File: config.mk
export PLATFORM = sky130hd
export DESIGN_NAME = ps2_rx
export DESIGN_NICKNAME = d
export VERILOG_FILES = /design/src/rtl/ps2_pkg.sv /design/src/rtl/ps2_clk_filter.sv /design/src/rtl/ps2_rx.sv
export SDC_FILE = /design/constraint.sdc
export NUM_CORES = 1
export LEC_CHECK = 0
export CAP_MARGIN = 20
export CORE_AREA = 2 2 76 78
export DETAILED_ROUTE_END_ITERATION = 7
export DIE_AREA = 0 0 78 80
export GPL_ROUTABILITY_DRIVEN = 0
export PLACE_DENSITY_LB_ADDON = 0.05
export SLEW_MARGIN = 20
export SYNTH_ARGS = -nofsm -noshare
export SYNTH_HDL_FRONTEND = slang
export SYNTH_SLANG_ARGS = --single-unit
export TNS_END_PERCENT = 5
File: constraint.sdc
create_clock -name clk -period 6.6 [get_ports clk]
set_clock_uncertainty 0.2 [all_clocks]
set_input_delay 0.99 -clock clk [delete_from_list [all_inputs] [get_ports clk]]
set_output_delay 0.99 -clock clk [all_outputs]
set_load 0.02 [all_outputs]
File: src/rtl/ps2_pkg.sv
// Shared PS/2 receiver types and protocol constants.
package ps2_pkg;

  typedef enum logic [1:0] {
    ST_IDLE,
    ST_DATA,
    ST_PARITY,
    ST_STOP
  } ps2_state_e;

  localparam logic [7:0] PS2_EXT_PREFIX = 8'hE0;
  localparam logic [7:0] PS2_BRK_PREFIX = 8'hF0;

  // start + 8 data + parity + stop
  localparam int PS2_FRAME_LEN = 11;
  localparam int PS2_DATA_BITS = PS2_FRAME_LEN - 3;

endpackage

File: src/rtl/ps2_clk_filter.sv
// Two-flop synchroniser, FILTER_LEN-sample majority-free level filter and
// falling-edge pulse for a slow, noisy, asynchronous line.
module ps2_clk_filter #(
  parameter int FILTER_LEN = 8
) (
  input  logic clk,
  input  logic rst,
  input  logic i_raw,
  output logic o_fall
);

  logic [1:0]            r_sync;
  logic [FILTER_LEN-1:0] r_shift;
  logic                  r_filt;
  logic                  r_fall;

  // Sync, shift history, change level only on a unanimous history; fall
  // pulses in the same cycle the filtered level first reads 0.
  always_ff @(posedge clk or posedge rst) begin
    if (rst) begin
      r_sync  <= 2'b11;
      r_shift <= '1;
      r_filt  <= 1'b1;
      r_fall  <= 1'b0;
    end else begin
      r_sync  <= {r_sync[0], i_raw};
      r_shift <= {r_shift[FILTER_LEN-2:0], r_sync[1]};
      r_fall  <= 1'b0;
      if (r_shift == '0) begin
        r_filt <= 1'b0;
        r_fall <= r_filt;
      end else if (&r_shift) begin
        r_filt <= 1'b1;
      end
    end
  end

  assign o_fall = r_fall;

endmodule

File: src/rtl/ps2_rx.sv
// PS/2 device-to-host receiver: deserialises 11-bit frames, checks framing,
// folds E0/F0 prefixes into flags and strobes one scancode per key event.
import ps2_pkg::*;

module ps2_rx #(
  parameter int FILTER_LEN     = 8,
  parameter int TIMEOUT_CYCLES = 10000,
  parameter int TO_W           = 14
) (
  input  logic       clk,
  input  logic       rst,
  input  logic       PS2_CLK,
  input  logic       PS2_DATA,
  output logic [7:0] code,
  output logic       code_valid,
  output logic       is_ext,
  output logic       is_break,
  output logic       frame_err
);

  logic [1:0]      r_dsync;
  logic            w_data;
  logic            w_fall;
  ps2_state_e      r_state, w_state_nxt;
  logic [2:0]      r_bit_cnt;
  logic [7:0]      r_shift;
  logic            r_parity;
  logic [TO_W-1:0] r_to_cnt;
  logic            r_ext_pend, r_brk_pend;
  logic            w_timeout, w_stop_fall, w_frame_ok;

  ps2_clk_filter #(.FILTER_LEN(FILTER_LEN)) u_clk_filter (
    .clk    (clk),
    .rst    (rst),
    .i_raw  (PS2_CLK),
    .o_fall (w_fall)
  );

  // Data only needs synchronising; it is stable long before the clock falls.
  always_ff @(posedge clk or posedge rst) begin
    if (rst) r_dsync <= 2'b11;
    else     r_dsync <= {r_dsync[0], PS2_DATA};
  end

  assign w_data = r_dsync[1];

  // State register.
  always_ff @(posedge clk or posedge rst) begin
    if (rst) r_state <= ST_IDLE;
    else     r_state <= w_state_nxt;
  end

  // Next state; a fall in the same cycle as timeout expiry wins.
  always_comb begin
    w_state_nxt = r_state;
    w_timeout   = 1'b0;
    w_stop_fall = 1'b0;
    if (r_state != ST_IDLE && !w_fall && r_to_cnt == TO_W'(TIMEOUT_CYCLES)) begin
      w_timeout   = 1'b1;
      w_state_nxt = ST_IDLE;
    end else if (w_fall) begin
      unique case (r_state)
        ST_IDLE:   if (!w_data) w_state_nxt = ST_DATA;
        ST_DATA:   if (r_bit_cnt == 3'(PS2_DATA_BITS - 1)) w_state_nxt = ST_PARITY;
        ST_PARITY: w_state_nxt = ST_STOP;
        ST_STOP: begin
          w_state_nxt = ST_IDLE;
          w_stop_fall = 1'b1;
        end
        default:   w_state_nxt = ST_IDLE;
      endcase
    end
  end

  // Valid frame: stop bit high and odd parity over data + parity bit.
  assign w_frame_ok = w_data & (^{r_shift, r_parity});

  // Bit capture (LSB first) and inter-edge timeout counter.
  always_ff @(posedge clk or posedge rst) begin
    if (rst) begin
      r_bit_cnt <= '0;
      r_shift   <= '0;
      r_parity  <= 1'b0;
      r_to_cnt  <= '0;
    end else begin
      if (w_fall) begin
        case (r_state)
          ST_IDLE: r_bit_cnt <= '0;
          ST_DATA: begin
            r_shift   <= {w_data, r_shift[7:1]};
            r_bit_cnt <= r_bit_cnt + 3'd1;
          end
          ST_PARITY: r_parity <= w_data;
          default: ;
        endcase
      end
      if (r_state == ST_IDLE || w_fall) r_to_cnt <= '0;
      else                              r_to_cnt <= r_to_cnt + 1'b1;
    end
  end

  // Prefix folding, scancode/flag outputs and one-cycle strobes.
  always_ff @(posedge clk or posedge rst) begin
    if (rst) begin
      code       <= '0;
      code_valid <= 1'b0;
      is_ext     <= 1'b0;
      is_break   <= 1'b0;
      frame_err  <= 1'b0;
      r_ext_pend <= 1'b0;
      r_brk_pend <= 1'b0;
    end else begin
      code_valid <= 1'b0;
      frame_err  <= 1'b0;
      if (w_timeout) begin
        frame_err  <= 1'b1;
        r_ext_pend <= 1'b0;
        r_brk_pend <= 1'b0;
      end else if (w_stop_fall) begin
        if (!w_frame_ok) begin
          frame_err  <= 1'b1;
          r_ext_pend <= 1'b0;
          r_brk_pend <= 1'b0;
        end else if (r_shift == PS2_EXT_PREFIX) begin
          r_ext_pend <= 1'b1;
        end else if (r_shift == PS2_BRK_PREFIX) begin
          r_brk_pend <= 1'b1;
        end else begin
          code       <= r_shift;
          is_ext     <= r_ext_pend;
          is_break   <= r_brk_pend;
          code_valid <= 1'b1;
          r_ext_pend <= 1'b0;
          r_brk_pend <= 1'b0;
        end
      end
    end
  end

endmodule
==> results.md <==
- Status: finished clean
- Worst path slowest cell: clkdlybuf4s50_1
- Die X: 78 µm
- Root Buffer: clkbuf_8
- Global-route wire length before repair: 7.22 mm
- NumNets Final: 237
- Async SR Flop Fraction: 1.00
- Seq pwr share: 0.601
- CP bufs+invs: 1
- Final setup vio count: 0
- Layout cells sized above 1: 0.190
- Critical path class: reg2out
- Drc violations: 0
- Dominant cells by area after synthesis: dfrtp_1 (41%), dfstp_2 (13%), mux2_4 (4.6%), ha_1 (3.8%), mux2_2 (3.5%)
- # hold bufs at CTS: 0
- Pleak: 1.25 nW
- Synth Warn #: 0
- Slew @ Worst Pin: 916 ps
- Biggest area consumer among synthesized cells: dfrtp_1
- Yosys reg bits: 56
- Met3 usage: 0.0305
- Synth top area share: 0.414
- Clock power share: 0.380
- Syn-to-layout area delta: 12.1%
- Max-slew violation count: 0
- Detailed-route via count: 1561
- IO Count: 16
- Reg2Reg Capture Point: code[7]$_DFFE_PP0P_
- Vias/cell: 5.24
- Initial Utilization: 0.481
- Sink Count: 56
- Number of synthesized flops with an enable pin: 0
- Hold path endpoint: r_dsync[1]$_DFF_PP1_
- Critical path endpoint category: primary output
- Die ar.: 6240 µm²
- Maximum clock rate: 0.405 GHz
- Clock-pin slew on the worst setup and hold paths: 100 ps
- Internal power: 469 µW
- Distinct cells, synth: 47
- Maxcap violations: 0
- Worst Hold Class: reg2reg
- Fin Hold WS: 163 ps
- GRT Max-Usage Layer: met2
- CP startpoint kind: flop
- Post-route ant nets: 0
- Top-count cell post-synth: dfrtp_1
- Vias in the first global route: 1591
- Origin of the critical flop-to-flop path: r_state[1]$_DFFE_PP0P_
- Critical path cell sequence: clkdlybuf4s50_1
- Fin Setup TNS: 0 ps
- Die H: 80 µm
- Rows: 27
- RSZ-0062 raised after global routing: false
- Final Hold Fails: 0
- Avg WL per Cell: 14.1 µm
- Slew HR: 0.389
- Switch share: 0.204
- Maximum buffer depth of the clock tree: 2
- Worst-Skew Late Latency: 310 ps
- Final min period: 2470 ps
- Top post-synthesis cells by count: dfrtp_1 (43), nor2_1 (18), nand2_1 (15)
- Aggregate global routing overflow: 0
- Clock buffer count from CTS: 5
- Synth Net Count: 222
- Syn Inst Count: 210
- Slowest stage delay, CP: 600 ps
- Antenna violations before repair: 0
- Layout Utilization: 0.539
- Average cell area after synthesis: 12.4 µm²
- Required time of the critical path: 5410 ps
- Postcts setup bufs: 0
- DRT iter0 DRCs: 76
- Switching pwr: 120 µW
- Routed wire length: 4.19 mm
- Buffers added on ports: 15
- Largest net degree at the start of global routing: 57
- GRT met2 Usage: 0.263
- Power Density: 202 nW/µm²
- Detail Placement HPWL: 2.96 mm
- Sequential cell area fraction in the yosys report: 0.545
- GRT met1 Usage: 0.174
- Crit path max fanout: 2
- Number of diodes: 0
- CTS tree: built
- DR pass1 iterations: 4
- H-tree depth: 2
- Comb pwr share: 0.018
- Dominant delay contributor by cell family on the critical path: buffers and inverters
- Resize count post-CTS: 0
- Hold Crit Start: r_dsync[0]$_DFF_PP1_
- R2R setup slack: 4210 ps
- Top FF cell, synth: dfrtp_1
- Core area: 5410 µm²
- Hold Path Stages: 0
- DP Area: 2800 µm²
- WP data arrival: 1280 ps
- Tcrit/Tclk final: 0.374
- Cell area after layout: 2920 µm²
- Gr usage total: 0.148
- Fillers: 488
- R2R cell count: 6
- Synth Cell Area: 2600 µm²
- Worst vdd ir: 0.000110 V
cell type report:
type	instances	area (µm²)	area share
Sequential cell	56	1420	0.486
Multi-Input combinational cell	138	1110	0.381
Timing Repair Buffer	15	150	0.0515
Tap cell	72	90.1	0.0309
Clock buffer	6	72.6	0.0249
Clock inverter	2	38.8	0.0133
Inverter	9	35.0	0.0120
stage by stage:
step / setup slack [ps] / total power, mW / instances
3_5_place_dp: 4010 / 0.372 / 290
2_1_floorplan: 4060 / 0.367 / 210
3_3_place_gp: 4060 / 0.371 / 290
5_1_grt: 4070 / 0.613 / 298
4_1_cts: 4100 / 0.598 / 298
6_report: 4130 / 0.589 / 298
cells by family after synthesis:
kind of cell,after synthesis,synth area share
AO/OA/AOI/OAI,23,0.0712
buffers and inverters,16,0.0279
XOR/XNOR,17,0.0741
flip-flops,56,0.545
multiplexers,17,0.0851
AND/OR/NAND/NOR,73,0.158
adder cells (fa/ha/maj),8,0.0385
metal layers:
layer  vias up  wire length (µm)  part of all wire
met5         -                 0                 0
met4         0                88             0.021
met3         7                97             0.023
met2        18              2150              0.51
met1       767              1850              0.44
li1        769                 -                 -
power by group through the flow:
stage               clock [mW]  sequential, mW  combinational (mW)
floorplan                    0           0.360             0.00728
detailed placement           0           0.361              0.0113
CTS                      0.233           0.354              0.0114
global route             0.245           0.355              0.0126
global placement             0           0.360              0.0109
finish                   0.224           0.354              0.0107
how the worst max path moves through the flow:
stage / from / end / slack [ps] / cells past startpoint
floorplan: rst / code[0]$_DFFE_PP0P_ / 4060 / 1
global placement: rst / code[1]$_DFFE_PP0P_ / 4060 / 2
detailed placement: rst / code[0]$_DFFE_PP0P_ / 4010 / 2
CTS: is_ext$_DFFE_PP0P_ / is_ext / 4100 / 1
global route: u_clk_filter.o_fall$_DFF_PP0_ / code[4]$_DFFE_PP0P_ / 4070 / 5
finish: is_ext$_DFFE_PP0P_ / is_ext / 4130 / 1
state kept, by name (all words and copies together) (netlist names):
signal	cells
frame_err	1
code	8
u_clk_filter.o_fall	1
r_to_cnt	14
r_dsync	2
r_state	2
is_break	1
r_shift	8
is_ext	1
r_bit_cnt	3
r_brk_pend	1
u_clk_filter.r_shift	8
r_parity	1
r_ext_pend	1
u_clk_filter.r_sync	2
code_valid	1
u_clk_filter.r_filt	1
placed cells by master, fill, tap and decap left out, types with 2 or more instances in the layout:
master,instances
nor4b_1,5
or3_1,3
a32o_1,3
nand2_1,15
and3_1,2
xor2_1,8
mux2_4,8
a21oi_1,3
xnor2_1,6
nor2_1,18
clkbuf_8,5
inv_1,7
clkdlybuf4s50_1,15
nor4_1,2
dfstp_2,13
nand4_1,4
nand4b_1,3
nand3_1,10
o21ai_0,5
nor3_1,3
o21ai_1,4
dfrtp_1,43
mux2_2,8
ha_1,8
Power figures use the tool's default switching activity.
